### src/rtl/square_pkg.sv
// Shared definitions for the square drawing blocks (drawer, eraser, game control).
package square_pkg;

    localparam logic [11:0] SCREEN_W = 12'd640;
    localparam logic [11:0] SCREEN_H = 12'd480;

    // Raster counter width: enough for a column/row index of a 64-pixel square.
    localparam int CNT_W = 7;

    typedef logic [10:0] coord_t;
    typedef logic [CNT_W-1:0] scan_t;

    typedef enum logic [1:0] {
        IDLE = 2'd0,
        DRAW = 2'd1,
        DONE = 2'd2
    } draw_state_t;

    // Visibility test on 12-bit sums so that coordinates past 2047 never alias onto the screen.
    function automatic logic on_screen(input logic [11:0] x, input logic [11:0] y);
        return (x < SCREEN_W) && (y < SCREEN_H);
    endfunction

endpackage

### src/rtl/square_drawer_if.sv
// Request handshake plus pixel write port between a square drawer and its neighbours.
interface square_drawer_if #(
    parameter int COLOR_W = 24
);
    import square_pkg::*;

    logic               start;
    coord_t             x_loc;
    coord_t             y_loc;
    logic [COLOR_W-1:0] color;
    logic               pixel_ready;
    coord_t             pixel_x;
    coord_t             pixel_y;
    logic [COLOR_W-1:0] pixel_color;
    logic               pixel_write;
    logic               busy;
    logic               done;

    modport slave (
        input  start, x_loc, y_loc, color, pixel_ready,
        output pixel_x, pixel_y, pixel_color, pixel_write, busy, done
    );

    modport master (
        output start, x_loc, y_loc, color, pixel_ready,
        input  pixel_x, pixel_y, pixel_color, pixel_write, busy, done
    );

endinterface

### src/rtl/square_scan_counter.sv
// Row-major col/row raster counter over a SIZE x SIZE square, exposing the post-advance values.
module square_scan_counter
    import square_pkg::*;
#(
    parameter int SIZE = 40
) (
    input  logic  clk,
    input  logic  reset,
    input  logic  clr,
    input  logic  en,
    output scan_t col_next,
    output scan_t row_next,
    output logic  last
);

    localparam scan_t LAST_IDX = scan_t'(SIZE - 1);

    scan_t col_reg;
    scan_t row_reg;
    logic  col_wrap;

    assign col_wrap = (col_reg == LAST_IDX);
    assign last     = col_wrap && (row_reg == LAST_IDX);
    assign col_next = col_wrap ? '0 : col_reg + scan_t'(1);
    assign row_next = col_wrap ? row_reg + scan_t'(1) : row_reg;

    always_ff @(posedge clk or negedge reset) begin
        if (!reset) begin
            col_reg <= '0;
            row_reg <= '0;
        end else if (clr) begin
            col_reg <= '0;
            row_reg <= '0;
        end else if (en) begin
            col_reg <= col_next;
            row_reg <= row_next;
        end
    end

endmodule

### src/rtl/square_drawer.sv
// Rasterises one clipped, filled square per start/done handshake onto a ready/valid pixel port.
module square_drawer
    import square_pkg::*;
#(
    parameter int SIZE    = 40,
    parameter int COLOR_W = 24
) (
    input  logic            clk,
    input  logic            reset,
    square_drawer_if.slave  bus
);

    draw_state_t        state_reg, state_next;
    coord_t             x0_reg, y0_reg;
    logic [COLOR_W-1:0] color_reg;
    coord_t             pixel_x_reg, pixel_x_next;
    coord_t             pixel_y_reg, pixel_y_next;
    logic               pixel_write_reg, pixel_write_next;
    logic               busy_reg, busy_next;
    logic               done_reg, done_next;

    logic        load;
    logic        cnt_clr;
    logic        cnt_en;
    logic        advance;
    scan_t       col_next;
    scan_t       row_next;
    logic        last;
    logic [11:0] sum_x;
    logic [11:0] sum_y;

    square_scan_counter #(
        .SIZE (SIZE)
    ) u_scan (
        .clk      (clk),
        .reset    (reset),
        .clr      (cnt_clr),
        .en       (cnt_en),
        .col_next (col_next),
        .row_next (row_next),
        .last     (last)
    );

    // Coordinate of the position that will be current after this edge.
    assign sum_x = {1'b0, x0_reg} + 12'(col_next);
    assign sum_y = {1'b0, y0_reg} + 12'(row_next);

    // A clipped pixel never waits for the frame buffer.
    assign advance = !pixel_write_reg || bus.pixel_ready;

    always_comb begin
        state_next       = state_reg;
        load             = 1'b0;
        cnt_clr          = 1'b0;
        cnt_en           = 1'b0;
        pixel_x_next     = pixel_x_reg;
        pixel_y_next     = pixel_y_reg;
        pixel_write_next = 1'b0;
        busy_next        = 1'b0;
        done_next        = 1'b0;

        unique case (state_reg)
            IDLE: begin
                if (bus.start) begin
                    load             = 1'b1;
                    cnt_clr          = 1'b1;
                    state_next       = DRAW;
                    busy_next        = 1'b1;
                    pixel_x_next     = bus.x_loc;
                    pixel_y_next     = bus.y_loc;
                    pixel_write_next = on_screen({1'b0, bus.x_loc}, {1'b0, bus.y_loc});
                end
            end

            DRAW: begin
                busy_next        = 1'b1;
                pixel_write_next = pixel_write_reg;
                if (advance) begin
                    cnt_en = 1'b1;
                    if (last) begin
                        state_next       = DONE;
                        busy_next        = 1'b0;
                        done_next        = 1'b1;
                        pixel_write_next = 1'b0;
                    end else begin
                        pixel_x_next     = sum_x[10:0];
                        pixel_y_next     = sum_y[10:0];
                        pixel_write_next = on_screen(sum_x, sum_y);
                    end
                end
            end

            DONE: begin
                done_next = 1'b1;
                if (!bus.start) begin
                    state_next = IDLE;
                    done_next  = 1'b0;
                end
            end

            default: begin
                state_next = IDLE;
            end
        endcase
    end

    always_ff @(posedge clk or negedge reset) begin
        if (!reset) begin
            state_reg       <= IDLE;
            x0_reg          <= '0;
            y0_reg          <= '0;
            color_reg       <= '0;
            pixel_x_reg     <= '0;
            pixel_y_reg     <= '0;
            pixel_write_reg <= 1'b0;
            busy_reg        <= 1'b0;
            done_reg        <= 1'b0;
        end else begin
            state_reg       <= state_next;
            pixel_x_reg     <= pixel_x_next;
            pixel_y_reg     <= pixel_y_next;
            pixel_write_reg <= pixel_write_next;
            busy_reg        <= busy_next;
            done_reg        <= done_next;
            if (load) begin
                x0_reg    <= bus.x_loc;
                y0_reg    <= bus.y_loc;
                color_reg <= bus.color;
            end
        end
    end

    assign bus.pixel_x     = pixel_x_reg;
    assign bus.pixel_y     = pixel_y_reg;
    assign bus.pixel_color = color_reg;
    assign bus.pixel_write = pixel_write_reg;
    assign bus.busy        = busy_reg;
    assign bus.done        = done_reg;

endmodule

### src/flat_wrapper.sv
// flat-port wrapper written by rule: the top's interface ports become plain ports
module square_drawer_flat import square_pkg::*;
#(
    parameter int SIZE    = 40,
    parameter int COLOR_W = 24
)
  (clk, reset, bus_start, bus_x_loc, bus_y_loc, bus_color, bus_pixel_ready, bus_pixel_x, bus_pixel_y, bus_pixel_color, bus_pixel_write, bus_busy, bus_done);
  square_drawer_if #(.COLOR_W(COLOR_W)) bus_i ();
  input  logic clk;
  input  logic reset;
  input wire logic [$bits(bus_i.start)-1:0] bus_start;
  input wire logic [$bits(bus_i.x_loc)-1:0] bus_x_loc;
  input wire logic [$bits(bus_i.y_loc)-1:0] bus_y_loc;
  input wire logic [$bits(bus_i.color)-1:0] bus_color;
  input wire logic [$bits(bus_i.pixel_ready)-1:0] bus_pixel_ready;
  output wire logic [$bits(bus_i.pixel_x)-1:0] bus_pixel_x;
  output wire logic [$bits(bus_i.pixel_y)-1:0] bus_pixel_y;
  output wire logic [$bits(bus_i.pixel_color)-1:0] bus_pixel_color;
  output wire logic [$bits(bus_i.pixel_write)-1:0] bus_pixel_write;
  output wire logic [$bits(bus_i.busy)-1:0] bus_busy;
  output wire logic [$bits(bus_i.done)-1:0] bus_done;
  assign bus_i.start = bus_start;
  assign bus_i.x_loc = bus_x_loc;
  assign bus_i.y_loc = bus_y_loc;
  assign bus_i.color = bus_color;
  assign bus_i.pixel_ready = bus_pixel_ready;
  assign bus_pixel_x = bus_i.pixel_x;
  assign bus_pixel_y = bus_i.pixel_y;
  assign bus_pixel_color = bus_i.pixel_color;
  assign bus_pixel_write = bus_i.pixel_write;
  assign bus_busy = bus_i.busy;
  assign bus_done = bus_i.done;
  square_drawer #(.SIZE(SIZE), .COLOR_W(COLOR_W)) u_core (.clk(clk), .reset(reset), .bus(bus_i));
endmodule
### config.mk
export PLATFORM = sky130hd
export DESIGN_NAME = square_drawer_flat
export DESIGN_NICKNAME = d
export VERILOG_FILES = /design/src/rtl/square_pkg.sv /design/src/rtl/square_drawer_if.sv /design/src/rtl/square_scan_counter.sv /design/src/rtl/square_drawer.sv /design/src/flat_wrapper.sv
export SDC_FILE = /design/constraint.sdc
export NUM_CORES = 1
export LEC_CHECK = 0
export CELL_PAD_IN_SITES_DETAIL_PLACEMENT = 2
export CELL_PAD_IN_SITES_GLOBAL_PLACEMENT = 2
export CORE_ASPECT_RATIO = 2
export CORE_MARGIN = 2
export CORE_UTILIZATION = 38
export DETAILED_ROUTE_END_ITERATION = 10
export DONT_BUFFER_PORTS = 1
export PLACE_DENSITY_LB_ADDON = 0.12
export RECOVER_POWER = 100
export SLEW_MARGIN = 20
export SYNTH_ARGS = -nofsm -noshare
export SYNTH_HDL_FRONTEND = slang
export SYNTH_SLANG_ARGS = --single-unit
export TNS_END_PERCENT = 30
### constraint.sdc
create_clock -name clk -period 4 [get_ports clk]
set_input_delay 1.2 -clock clk [delete_from_list [all_inputs] [get_ports clk]]
set_output_delay 1.2 -clock clk [all_outputs]
set_load 0.01 [all_outputs]
---- After elaboration in Yosys (flattened, before gate mapping) ----
Index checks and enable logic that the tools add are counted.
storage, ports and cells
  flip-flop bits (word level) ............. 87
  input bits .............................. 50
  word-level logic and storage cells ...... 71
cells by class
  add/sub/neg operators ................... 4
  magnitude comparators ................... 4
  eq/ne operators ......................... 9
  mux-type cells .......................... 33
  reduce and logical (&&, ||, !) cells .... 10
operator list
  cell                                                                            count
  11-bit two-way mux                                                              6
  11-bit case mux with 2 select lines                                             2
  7-bit two-way mux                                                               6
  11-bit by 7-bit adder with 12-bit output                                        2
  7-bit by 1-bit adder with 7-bit output, second input constant                   2
  7-bit by 6-bit equality test with 1-bit output, second input constant           2
  12-bit by 10-bit less-than comparator with 1-bit output, second input constant  1
  12-bit by 9-bit less-than comparator with 1-bit output, second input constant   1
  11-bit by 10-bit less-than comparator with 1-bit output, second input constant  1
  11-bit by 9-bit less-than comparator with 1-bit output, second input constant   1
  1-bit two-way mux                                                               11
  2-bit two-way mux                                                               4
  4-bit AND reduction                                                             2
  2-bit inequality test, second input constant                                    3
  1-bit case mux with 2 select lines                                              3
  2-bit case mux with 3 select lines                                              1
  2-bit by 1-bit inequality test with 1-bit output, second input constant         2
  2-bit nonzero test                                                              2
  1-bit logical AND                                                               3
  2-bit by 1-bit equality test with 1-bit output, second input constant           1
  2-bit equality test, second input constant                                      1
  2-bit zero test                                                                 1
  1-bit zero test                                                                 1
  1-bit logical OR                                                                1

---- Depth between registers and ports, before layout ----
Gate-level depths: netlist of run 1.
  word-level depth ........................ 8
  gate-level depth with buffers ........... 15

---- Hierarchy ----
A second synthesis of run 1 with hierarchy kept.
second synthesis, totals
  cell total of the unflattened synthesis .. 452
  area total of the unflattened synthesis .. 4717.0 µm²
by module, submodules not included
  module               instances  cells each  area an instance (µm²)
  square_drawer        1          339         3759.9
  square_scan_counter  1          113         957.2

---- Least setup slack after synthesis of run 1 ----
Ideal clock, no wire load.
  path type ............................... reg2reg
  start ................................... reg u_core.u_scan.col_reg[0]
  end ..................................... reg u_core.pixel_y_reg[9] (netlist: u_core.bus.pixel_y[9])
  data arrival time ....................... 2955 ps
  required time ........................... 3879 ps
  setup slack ............................. 924 ps
  cell stages (with the launch flop) ...... 15
  period minus slack after synthesis ...... 3076 ps
  cell sequence ........................... dfrtp_1 > ha_1 > nand4b_1 > nor3_2 > buf_4 > mux2i_1 > inv_1 > ha_1 > a211oi_2 > o21ai_1 > or3_4 > and2_4 > xor2_1 > o22a_1 > o22a_1
between the ends
  cells in the longest elaborated chain, start to end .. 6
  elaborated cells on any way between the ends .. 9
RTL lines
  what                                              line                       RTL
  start, declared                                   square_scan_counter.sv:18  scan_t col_reg;
  start signal, assigned                            square_scan_counter.sv:35  col_reg <= col_next;
  7-bit by 6-bit equality test with 1-bit output *  square_scan_counter.sv:22  assign col_wrap = (col_reg == LAST_IDX);
  7-bit two-way mux                                 square_scan_counter.sv:25  assign row_next = col_wrap ? row_reg + scan_t'(1) : row_reg;
  11-bit by 7-bit adder with 12-bit output          square_drawer.sv:46        assign sum_y = {1'b0, y0_reg} + 12'(row_next);
  11-bit two-way mux                                square_drawer.sv:80        if (last) begin
  11-bit two-way mux                                square_drawer.sv:78        if (advance) begin
  11-bit case mux with 2 select lines               square_drawer.sv:62        unique case (state_reg)
  end signal, assigned                              square_drawer.sv:121       pixel_y_reg <= pixel_y_next;
  end, declared                                     square_drawer.sv:17        coord_t pixel_y_reg, pixel_y_next;
Every way passes the cells marked *; elsewhere a longest branch is shown, timed or not. The select of a mux whose other input is x is not followed.
A chain may end at the register's enable or synchronous reset.

---- Worst setup path in the final report of run 1 ----
Ends and elaborated chain as after synthesis.

==> results.py, run 1 <==
metrics = {
    "route": {
        "wirelength_um": 14000,
        "dr.pass1.iters": 4,
        "via_per_inst": 5.51,
        "antenna_left": 0,
        "vias": 3691,
        "dr.first_iter.drc_count": 94,
        "wl_per_cell_um": 20.9,
        "drc": 0,
    },
    "clock_tree": {
        "clk_pin_slew_ns": 0.07,
        "clock_latency_ns": 0.35,
        "postCtsSetupRepairBufs": 0,
        "h-tree-depth": 3,
        "cts_tree": "done",
        "clockBufferDepth": 2,
        "clockRootBuffer": "clkbuf_16",
        "postCtsHoldBufs": 0,
        "cts_buffers": 9,
        "ctsResizeCount": 0,
        "cts.sinks": 87,
    },
    "placement": {
        "dpl.cell_count": 654,
        "placedInstanceArea_um2": 4790,
        "port_buffers": 0,
        "pre_cts_ws_ns": 0.453,
        "gp_congestion": 0.808,
        "dp_hpwl_um": 10400,
    },
    "logic_synthesis": {
        "synth-edff-count": 0,
        "synth_mux_area_share_pct": 4.94,
        "ys.flop_type": "dfrtp_1",
        "synth_xor_area_share_pct": 6.42,
        "async_reset_ff_share_pct": 100,
        "syn_area_um2": 4640,
        "ys_seq_elements": 87,
        "yosys.area_share.simple_pct": 22.0,
        "syn_area_per_cell_um2": 8.90,
        "synth_top_family_by_area": "simple AND/OR/NAND/NOR gates",
        "synth_nets": 592,
        "synth_cells": 521,
        "synth_compound_area_share_pct": 10.6,
        "ys_seq_area_share_pct": 46.9,
        "yosys_warnings": 0,
        "yosys.area_share.adder_pct": 5.99,
        "synth.distinct_cells": 46,
    },
    "final_layout": {
        "nFillCells": 1380,
        "nNetsFinal": 589,
        "num_antenna_cells": 0,
        "regArea_um2": 2180,
        "fin_area_um2": 5060,
        "drive_gt1_share_pct": 6.69,
        "largest_reg_flops": 24,
        "multi_input_area_um2": 2300,
        "syn_to_final_growth_pct": 9.17,
        "stdcell_count": 670,
    },
    "sta": {
        "fmax_mhz": 272,
        "rsz0062_at_grt": "false",
        "fin_ws_ns": 0.329,
        "skew_ns": 0.00598,
        "hold_viol": 0,
        "setup_viol": 0,
        "fin_crit_sh_pct": 91.8,
        "fin_tns_setup_ns": 0,
        "worst_pin_slew_ns": 1.59,
        "worst_slew_margin_rel_pct": -6.29,
        "period_minus_slack_ns": 3.67,
        "final-max-slew-violation-count": 15,
    },
    "pwr": {
        "total_power_w": 0.00414,
        "leakage_nw": 2.45,
        "vdd_drop_max_mv": 0.312,
        "p_per_area_nw_per_um2": 818,
    },
    "floorplanning": {
        "coreArea_um2": 12100,
        "die-area_um2": 13200,
        "fp.dieH_um": 160,
        "die_w_um": 82.1,
        "initial_core_util_pct": 38.5,
        "rows": 57,
        "pin_count": 99,
    },
    "min_path": {
        "hold_class": "reg2reg",
    },
    "global_routing": {
        "antenna_found_initial": 0,
        "grt_pass1_vias": 4246,
        "overflow": 0,
        "track_usage_pct": 22.5,
        "grt_max_degree": 88,
        "grt_pass1_wl_um": 22200,
    },
    "setup_path": {
        "endpoint_kind": "flip-flop",
        "criticalPathCategory": "reg2reg",
        "worst_ep_required_time_ns": 4.23,
        "cp_max_fo": 6,
        "worst_setup_path_start_kind": "flip-flop",
        "arrival_ns": 3.91,
    },
    "outcome": {
        "violations": "capacitance limit, slew limit",
        "status": "finished, violations left",
    },
    "flow_run": {
        "max_cap_viol_count": 1,
    },
}
-- cell usage in the layout, fill, tap and decap left out, types with 2 or more instances in the layout --
cell type	n
nor2_1	46
xnor2_1	17
clkbuf_1	4
nand2_1	153
buf_4	3
a21o_1	3
a31oi_1	4
o211ai_1	2
or3_1	2
nand4_1	3
fa_1	2
o21ai_0	18
o21ai_2	2
ha_1	19
o22a_1	2
a21oi_1	34
and3_1	2
o21a_1	2
nand3_1	10
and2_0	2
clkbuf_16	9
a211oi_1	4
inv_8	2
mux2i_1	15
and2_1	3
inv_6	3
dfrtp_1	87
xor2_1	17
nand2b_1	5
mux2_2	7
nor3_1	11
inv_1	12
-- routing by layer --
metal | up-vias | routed length (um) | track usage (%)
met5 | - | 0 | 0
met4 | 0 | 374 | 8.64
met3 | 19 | 455 | 3.62
met2 | 71 | 8020 | 42.4
met1 | 1884 | 5150 | 23.7
li1 | 1717 | - | -
-- cell type report --
type	count	share of cell area [%]
Sequential cell	87	43.0
Inverter	12	0.890
Multi-Input combinational cell	400	45.5
Clock inverter	7	1.70
Timing Repair Buffer	8	0.840
Clock buffer	9	4.45
Tap cell	147	3.63
-- synthesized netlist by cell type (all sizes together) (10+ instances only) --
| master | count | share of area (%) |
|---|---|---|
| xnor2 | 17 | 3.2 |
| mux2i | 15 | 3.2 |
| inv | 12 | 0.97 |
| o21ai | 21 | 2.4 |
| a21oi | 34 | 3.9 |
| ha | 19 | 5.1 |
| nand3 | 10 | 1.1 |
| nor2 | 46 | 3.7 |
| clkbuf | 17 | 1.4 |
| xor2 | 17 | 3.2 |
| nand2 | 153 | 12 |
| nor3 | 12 | 1.4 |
| dfrtp | 87 | 47 |
-- critical path, stage by stage, from the launching register on --
cell	delay (ns)
dfrtp_1	0.41
ha_1	0.26
nand4b_1	0.13
nor3_2	0.39
mux2i_1	0.44
inv_1	0.09
ha_1	0.31
a211oi_1	0.31
o21ai_0	0.18
or3_4	0.37
and2_4	0.18
xor2_1	0.14
o22a_1	0.18
o22a_1	0.18
-- per-stage QoR --
step	utilization, %	hold slack, ns
2_1_floorplan	-	0.450
3_3_place_gp	39.7	0.470
3_5_place_dp	39.7	0.476
4_1_cts	42.3	0.492
5_1_grt	42.0	0.523
6_report	42.0	0.488
-- where the power goes --
part	leakage (nW)	internal [W]	switching [W]
clock	0.151	0.000500	0.000394
sequential	1.07	0.00126	0.000431
combinational	1.22	0.000607	0.000952
-- worst paths after layout --
kind,start,depth (start not counted),end,slack [ns]
max in group asynchronous,reset,0,u_core.state_reg[0],3.30
max reg2reg,u_core.u_scan.col_reg[0],13,u_core.bus.pixel_y[9],0.33
min reg2reg,u_core.x0_reg[0],2,u_core.x0_reg[0],0.49
max,u_core.u_scan.col_reg[0],13,u_core.bus.pixel_y[9],0.33
min,u_core.x0_reg[0],2,u_core.x0_reg[0],0.49
min in group asynchronous,reset,0,u_core.bus.pixel_y[1],0.54
-- cell families (layout without fill, tap and decap cells) --
logic type,Yosys count,in the layout
flip-flops,87,87
adder cells (fa/ha/maj),21,21
AO/OA/AOI/OAI,79,79
buffers and inverters,34,36
multiplexers,22,22
AND/OR/NAND/NOR,244,244
XOR/XNOR,34,34
Power figures use the tool's default switching activity.
==> inputs of run 2 (changes only) <==
--- a/config.mk
+++ b/config.mk
@@ -8,10 +8,11 @@
 export CELL_PAD_IN_SITES_DETAIL_PLACEMENT = 2
 export CELL_PAD_IN_SITES_GLOBAL_PLACEMENT = 2
 export CORE_ASPECT_RATIO = 2
-export CORE_MARGIN = 2
+export CORE_MARGIN = 3
 export CORE_UTILIZATION = 38
 export DETAILED_ROUTE_END_ITERATION = 10
 export DONT_BUFFER_PORTS = 1
+export HOLD_SLACK_MARGIN = 0.05
 export PLACE_DENSITY_LB_ADDON = 0.12
 export RECOVER_POWER = 100
 export SLEW_MARGIN = 20
==> run 2 against run 1 <==
Net effect: the flow now finishes without violations; sequential share of layout area about the same; highest routed layer unchanged; die area up 3.7%; cell area about the same.
==> results.py, run 2 (same netlist as run 1, synthesis figures left out) <==
metrics = {
    "sta": {
        "fin_tns_setup_ns": 0,
        "final-max-slew-violation-count": 0,
        "period_minus_slack_ns": 3.60,
        "setup_viol": 0,
        "rsz0062_at_grt": "false",
        "fmax_mhz": 278,
        "worst_pin_slew_ns": 1.43,
        "fin_crit_sh_pct": 90.1,
        "worst_slew_margin_rel_pct": 4.73,
        "hold_viol": 0,
        "skew_ns": 0.00508,
    },
    "route": {
        "wl_per_cell_um": 21.0,
        "antenna_left": 0,
        "wirelength_um": 14000,
        "via_per_inst": 5.48,
        "dr.pass1.iters": 4,
        "drc": 0,
        "dr.first_iter.drc_count": 131,
        "vias": 3654,
    },
    "final_layout": {
        "drive_gt1_share_pct": 6.51,
        "layout_commonest_cell": "nand2_1",
        "syn_to_final_growth_pct": 9.06,
        "num_antenna_cells": 0,
        "nNetsFinal": 588,
        "nFillCells": 1328,
        "layout_common_cells": "nand2_1, dfrtp_1, nor2_1, a21oi_1, ha_1",
        "fin_area_um2": 5060,
        "largest_reg_flops": 24,
    },
    "min_path": {
        "hold_class": "reg2reg",
        "hold_start": "u_core.x0_reg[0]",
        "holdPathStages": 2,
        "holdPathEnd": "u_core.x0_reg[0]",
    },
    "setup_path": {
        "worst_ep_required_time_ns": 4.23,
        "reg2reg_depth": 13,
        "crit-reg2reg-launch": "u_core.u_scan.col_reg[0]",
        "arrival_ns": 3.83,
        "criticalPathCategory": "reg2reg",
        "cp_max_fo": 6,
        "r2r_slack_ns": 0.40,
        "worst_setup_path_start_kind": "flip-flop",
        "endpoint_kind": "flip-flop",
        "r2r_end": "u_core.bus.pixel_y[9]",
        "cp-startpoint": "u_core.u_scan.col_reg[0]",
    },
    "global_routing": {
        "track_usage_pct": 21.5,
        "grt_pass1_vias": 4269,
        "grt_pass1_wl_um": 22900,
        "overflow": 0,
        "grt_max_degree": 88,
        "antenna_found_initial": 0,
    },
    "pwr": {
        "p_per_area_nw_per_um2": 814,
        "p_int_w": 0.00238,
        "leakage_nw": 2.44,
        "vdd_drop_max_mv": 0.359,
        "p_sw_share_pct": 42.3,
        "combPwrFrac_pct": 37.8,
        "p_seq_share_pct": 41.0,
        "total_power_w": 0.00412,
        "clkPwrFrac_pct": 21.1,
        "netSwitchingPower_w": 0.00174,
    },
    "clock_tree": {
        "h-tree-depth": 3,
        "cts.sinks": 87,
        "postCtsSetupRepairBufs": 0,
        "clk_pin_slew_ns": 0.06,
        "clockRootBuffer": "clkbuf_16",
        "cts_buffers": 9,
        "cts_tree": "done",
        "clock_latency_ns": 0.34,
        "clockBufferDepth": 2,
    },
    "floorplanning": {
        "die-area_um2": 13600,
        "pin_count": 99,
        "fp.dieH_um": 162,
        "initial_core_util_pct": 39.2,
        "rows": 56,
        "die_w_um": 84.1,
        "coreArea_um2": 11800,
    },
    "outcome": {
        "status": "complete, no violations",
    },
    "placement": {
        "placedInstanceArea_um2": 4780,
        "dp_hpwl_um": 10500,
        "gp_congestion": 0.831,
        "port_buffers": 0,
    },
    "flow_run": {
        "max_cap_viol_count": 0,
    },
}
==> run 2: changes by cell type in the layout (fill, tap and decap cells not counted), sizes merged <==
cell    delta
inv        -4
clkinv     +3
==> run 2: layout make-up <==
cell class	count	area, um2	share of cell area [%]
Clock inverter	6	68.8	1.36
Multi-Input combinational cell	400	2310	45.7
Timing Repair Buffer	7	37.5	0.742
Clock buffer	10	239	4.72
Inverter	12	45.0	0.890
Sequential cell	87	2180	43.0
Tap cell	145	181	3.59
==> run 2: routing by layer <==
| layer | part of all wire (%) | vias up | track usage, % |
|---|---|---|---|
| met3 | 3.5 | 24 | 3.55 |
| met2 | 59 | 72 | 41.9 |
| li1 | - | 1715 | - |
| met4 | 2.3 | 0 | 7.76 |
| met1 | 36 | 1843 | 22.4 |
| met5 | 0 | - | 0 |
==> run 2: critical path, stage by stage (launching register included) <==
cell and delay (ns):
dfrtp_1 0.42, ha_1 0.27, nand4b_1 0.18, nor3_4 0.32, mux2i_1 0.45, inv_1 0.11, ha_1 0.32, a211oi_2 0.23
o21ai_1 0.11, or3_1 0.38, and2_4 0.20, xor2_1 0.15, o22a_1 0.19, o22a_1 0.17
==> run 2: through the flow <==
step | worst slack, ns | hold WS, ns | util (%) | cells
floorplan | 0.924 | 0.450 | - | 521
global route | 0.0437 | 0.528 | 42.7 | 667
finish | 0.397 | 0.489 | 42.7 | 667
CTS | 0.283 | 0.492 | 42.9 | 667
global placement | 0.664 | 0.469 | 40.3 | 651
detailed placement | 0.371 | 0.476 | 40.3 | 651
==> run 2: power by group through the flow <==
stage | Combinational (W) | Clock [W] | Sequential, W
3_3_place_gp | 0.00149 | 0 | 0.00170
3_5_place_dp | 0.00160 | 0 | 0.00171
6_report | 0.00156 | 0.000870 | 0.00169
4_1_cts | 0.00162 | 0.000900 | 0.00170
5_1_grt | 0.00180 | 0.000929 | 0.00174
2_1_floorplan | 0.00122 | 0 | 0.00159
==> run 2: how the worst max path moves through the flow <==
stage                            endpoint  cells after the start  slack (ns)
floorplan           u_core.bus.pixel_y[9]                     14        0.92
global placement    u_core.bus.pixel_y[9]                     13        0.66
detailed placement  u_core.bus.pixel_y[9]                     13        0.37
CTS                 u_core.bus.pixel_y[9]                     13        0.28
global route        u_core.bus.pixel_y[7]                     13        0.04
finish              u_core.bus.pixel_y[9]                     13        0.40
==> run 2: repair_timing <==
item	CTS	global route
setup endpoints to repair	0	2
gates resized for setup	0	1
hold buffers	0	0
==> inputs of run 3 (changes only) <==
==> constraint.sdc (replaced) <==
create_clock -name clk -period 3.56 [get_ports clk]
set_input_delay 1.068 -clock clk [delete_from_list [all_inputs] [get_ports clk]]
set_output_delay 1.068 -clock clk [all_outputs]
set_load 0.01 [all_outputs]
==> run 3 against run 2 <==
Net effect: the run now ends with capacitance limit, slew limit left; non-clock buffer count grew 3; count of clock-buffer cells in the layout grew 1; via count is essentially flat; sequential cell count is the same; worst setup slack lost 0.19 ns; cell count grew 0.45%; power grew 13%; fmax grew 7.4%; cell area grew 1.2%; sequential power grew 13%; critical path type unchanged.
==> results.py, run 3 (same netlist as run 1, synthesis figures left out) <==
metrics = {
    "outcome": {
        "status": "finished, violations left",
        "violations": "capacitance limit, slew limit",
    },
    "sta": {
        "fin_ws_ns": 0.204,
        "skew_ns": 0.0123,
        "setup_viol": 0,
        "worst_pin_slew_ns": 1.96,
        "worst_slew_margin_rel_pct": -30.7,
        "hold_viol": 0,
        "fin_tns_setup_ns": 0,
        "fin_crit_sh_pct": 94.3,
        "fmax_mhz": 298,
        "whs_ns": 0.406,
        "final-max-slew-violation-count": 33,
        "period_minus_slack_ns": 3.36,
    },
    "final_layout": {
        "num_antenna_cells": 0,
        "nFillCells": 1367,
        "regArea_um2": 2180,
        "utilization_pct": 43.2,
        "layout_commonest_cell": "nand2_1",
        "layout_common_cells": "nand2_1, dfrtp_1, nor2_1, a21oi_1, ha_1",
        "drive_gt1_share_pct": 8.95,
        "nNetsFinal": 591,
        "largest_reg_flops": 24,
        "stdcell_count": 670,
        "multi_input_area_um2": 2340,
        "syn_to_final_growth_pct": 10.4,
    },
    "pwr": {
        "p_per_area_nw_per_um2": 912,
        "combPwrFrac_pct": 38.5,
        "clkPwrFrac_pct": 20.6,
        "p_int_w": 0.00270,
        "leakage_nw": 2.47,
        "p_seq_share_pct": 40.9,
        "netSwitchingPower_w": 0.00197,
        "p_sw_share_pct": 42.2,
        "vdd_drop_max_mv": 0.328,
    },
    "placement": {
        "port_buffers": 0,
        "dpl.cell_count": 652,
        "pre_cts_ws_ns": 0.189,
        "gp_congestion": 0.800,
        "dp_hpwl_um": 10600,
    },
    "global_routing": {
        "grt_pass1_vias": 4243,
        "antenna_found_initial": 0,
        "track_usage_pct": 21.5,
        "grt_pass1_wl_um": 22700,
        "overflow": 0,
        "grt_max_degree": 88,
    },
    "floorplanning": {
        "fp.dieH_um": 162,
        "die-area_um2": 13600,
        "die_w_um": 84.1,
        "rows": 56,
        "initial_core_util_pct": 39.2,
        "pin_count": 99,
        "coreArea_um2": 11800,
    },
    "setup_path": {
        "worst_ep_required_time_ns": 3.80,
        "slowest_stage": "dfrtp_1",
        "worst_setup_path_start_kind": "flip-flop",
        "cp_max_fo": 9,
        "cpPeakStageDelay_ns": 0.40,
        "criticalPathCategory": "reg2reg",
        "critical-path-top-delay-family": "simple AND/OR/NAND/NOR gates",
        "cp.buffers_inverters": 1,
        "arrival_ns": 3.59,
        "cp_cell_sequence": "ha_2, nand4b_1, nor3_4, buf_4, nand4_2, xnor2_2, ha_1, o211ai_1, o21ai_1, or3_4, and2_4, nor2_1, a31oi_1, o41ai_2",
        "endpoint_kind": "flip-flop",
    },
    "clock_tree": {
        "postCtsHoldBufs": 0,
        "clockRootBuffer": "clkbuf_16",
        "cts.sinks": 87,
        "cts_tree": "done",
        "clk_pin_slew_ns": 0.07,
        "h-tree-depth": 3,
        "cts_buffers": 9,
        "clock_latency_ns": 0.35,
        "clockBufferDepth": 2,
    },
    "route": {
        "dr.pass1.iters": 4,
        "drc": 0,
        "wirelength_um": 14100,
        "vias": 3653,
        "antenna_left": 0,
        "dr.first_iter.drc_count": 113,
        "wl_per_cell_um": 21.0,
        "via_per_inst": 5.45,
    },
    "flow_run": {
        "max_cap_viol_count": 1,
    },
    "min_path": {
        "hold_class": "in2async",
    },
}
[run 3: cell count changes in the layout (fill, tap and decap cells not counted), sizes merged]
cell | previous run | this run
clkbuf | 14 | 11
clkinv | 3 | 1
inv | 13 | 12
clkinvlp | 1 | 3
buf | 3 | 10
[run 3: per-stage QoR]
step / cell area (um2) / power, W
5_1_grt: 5120 / 0.00506
4_1_cts: 5080 / 0.00473
3_3_place_gp: 4780 / 0.00359
6_report: 5120 / 0.00467
2_1_floorplan: 4640 / 0.00315
3_5_place_dp: 4780 / 0.00373
[run 3: layout make-up]
class	instances	area share [%]
timing repair buffer	10	1.47
clock inverter	5	1.12
sequential	87	42.5
tap	145	3.54
multi-input combinational	400	45.7
clock buffer	11	4.74
inverter	12	0.880
[run 3: worst reg2reg max path: stages, from the launching register on]
cell      delay [ns]
dfrtp_1         0.40
ha_2            0.25
nand4b_1        0.16
nor3_4          0.21
buf_4           0.21
nand4_2         0.20
xnor2_2         0.19
ha_1            0.35
o211ai_1        0.12
o21ai_1         0.12
or3_4           0.35
and2_4          0.18
nor2_1          0.11
a31oi_1         0.07
o41ai_2         0.34
[run 3: worst paths after layout]
check,from,depth (start not counted),slack (ns),endpoint
min reg2reg,u_core.x0_reg[0],2,0.51,u_core.x0_reg[0]
max in group asynchronous,reset,0,2.97,u_core.u_scan.col_reg[0]
max reg2reg,u_core.u_scan.col_reg[0],14,0.20,u_core.bus.pixel_write
max,u_core.u_scan.col_reg[0],14,0.20,u_core.bus.pixel_write
min in group clk,u_core.x0_reg[0],2,0.51,u_core.x0_reg[0]
min,reset,0,0.41,u_core.bus.pixel_y[2]
[run 3: timing repair]
action                                  4_1_cts  5_1_grt
endpoints found under the setup margin        0        6
gates resized for setup                       0        5
setup buffers                                 0        2
[run 3: power by group through the flow]
stage | clock (W) | combinational, W | sequential (W)
finish | 0.000961 | 0.00180 | 0.00191
CTS | 0.000992 | 0.00181 | 0.00193
floorplan | 0 | 0.00137 | 0.00179
global route | 0.00103 | 0.00207 | 0.00196
detailed placement | 0 | 0.00179 | 0.00194
global placement | 0 | 0.00168 | 0.00192
[run 3: layer usage]
metal  share of wire [%]  track usage [%]  wire [um]
met1                  37             23.2       5240
met2                  57             40.7       8030
met3                 3.5             4.52        492
met4                 2.2             7.25        316
met5                   0                0          0
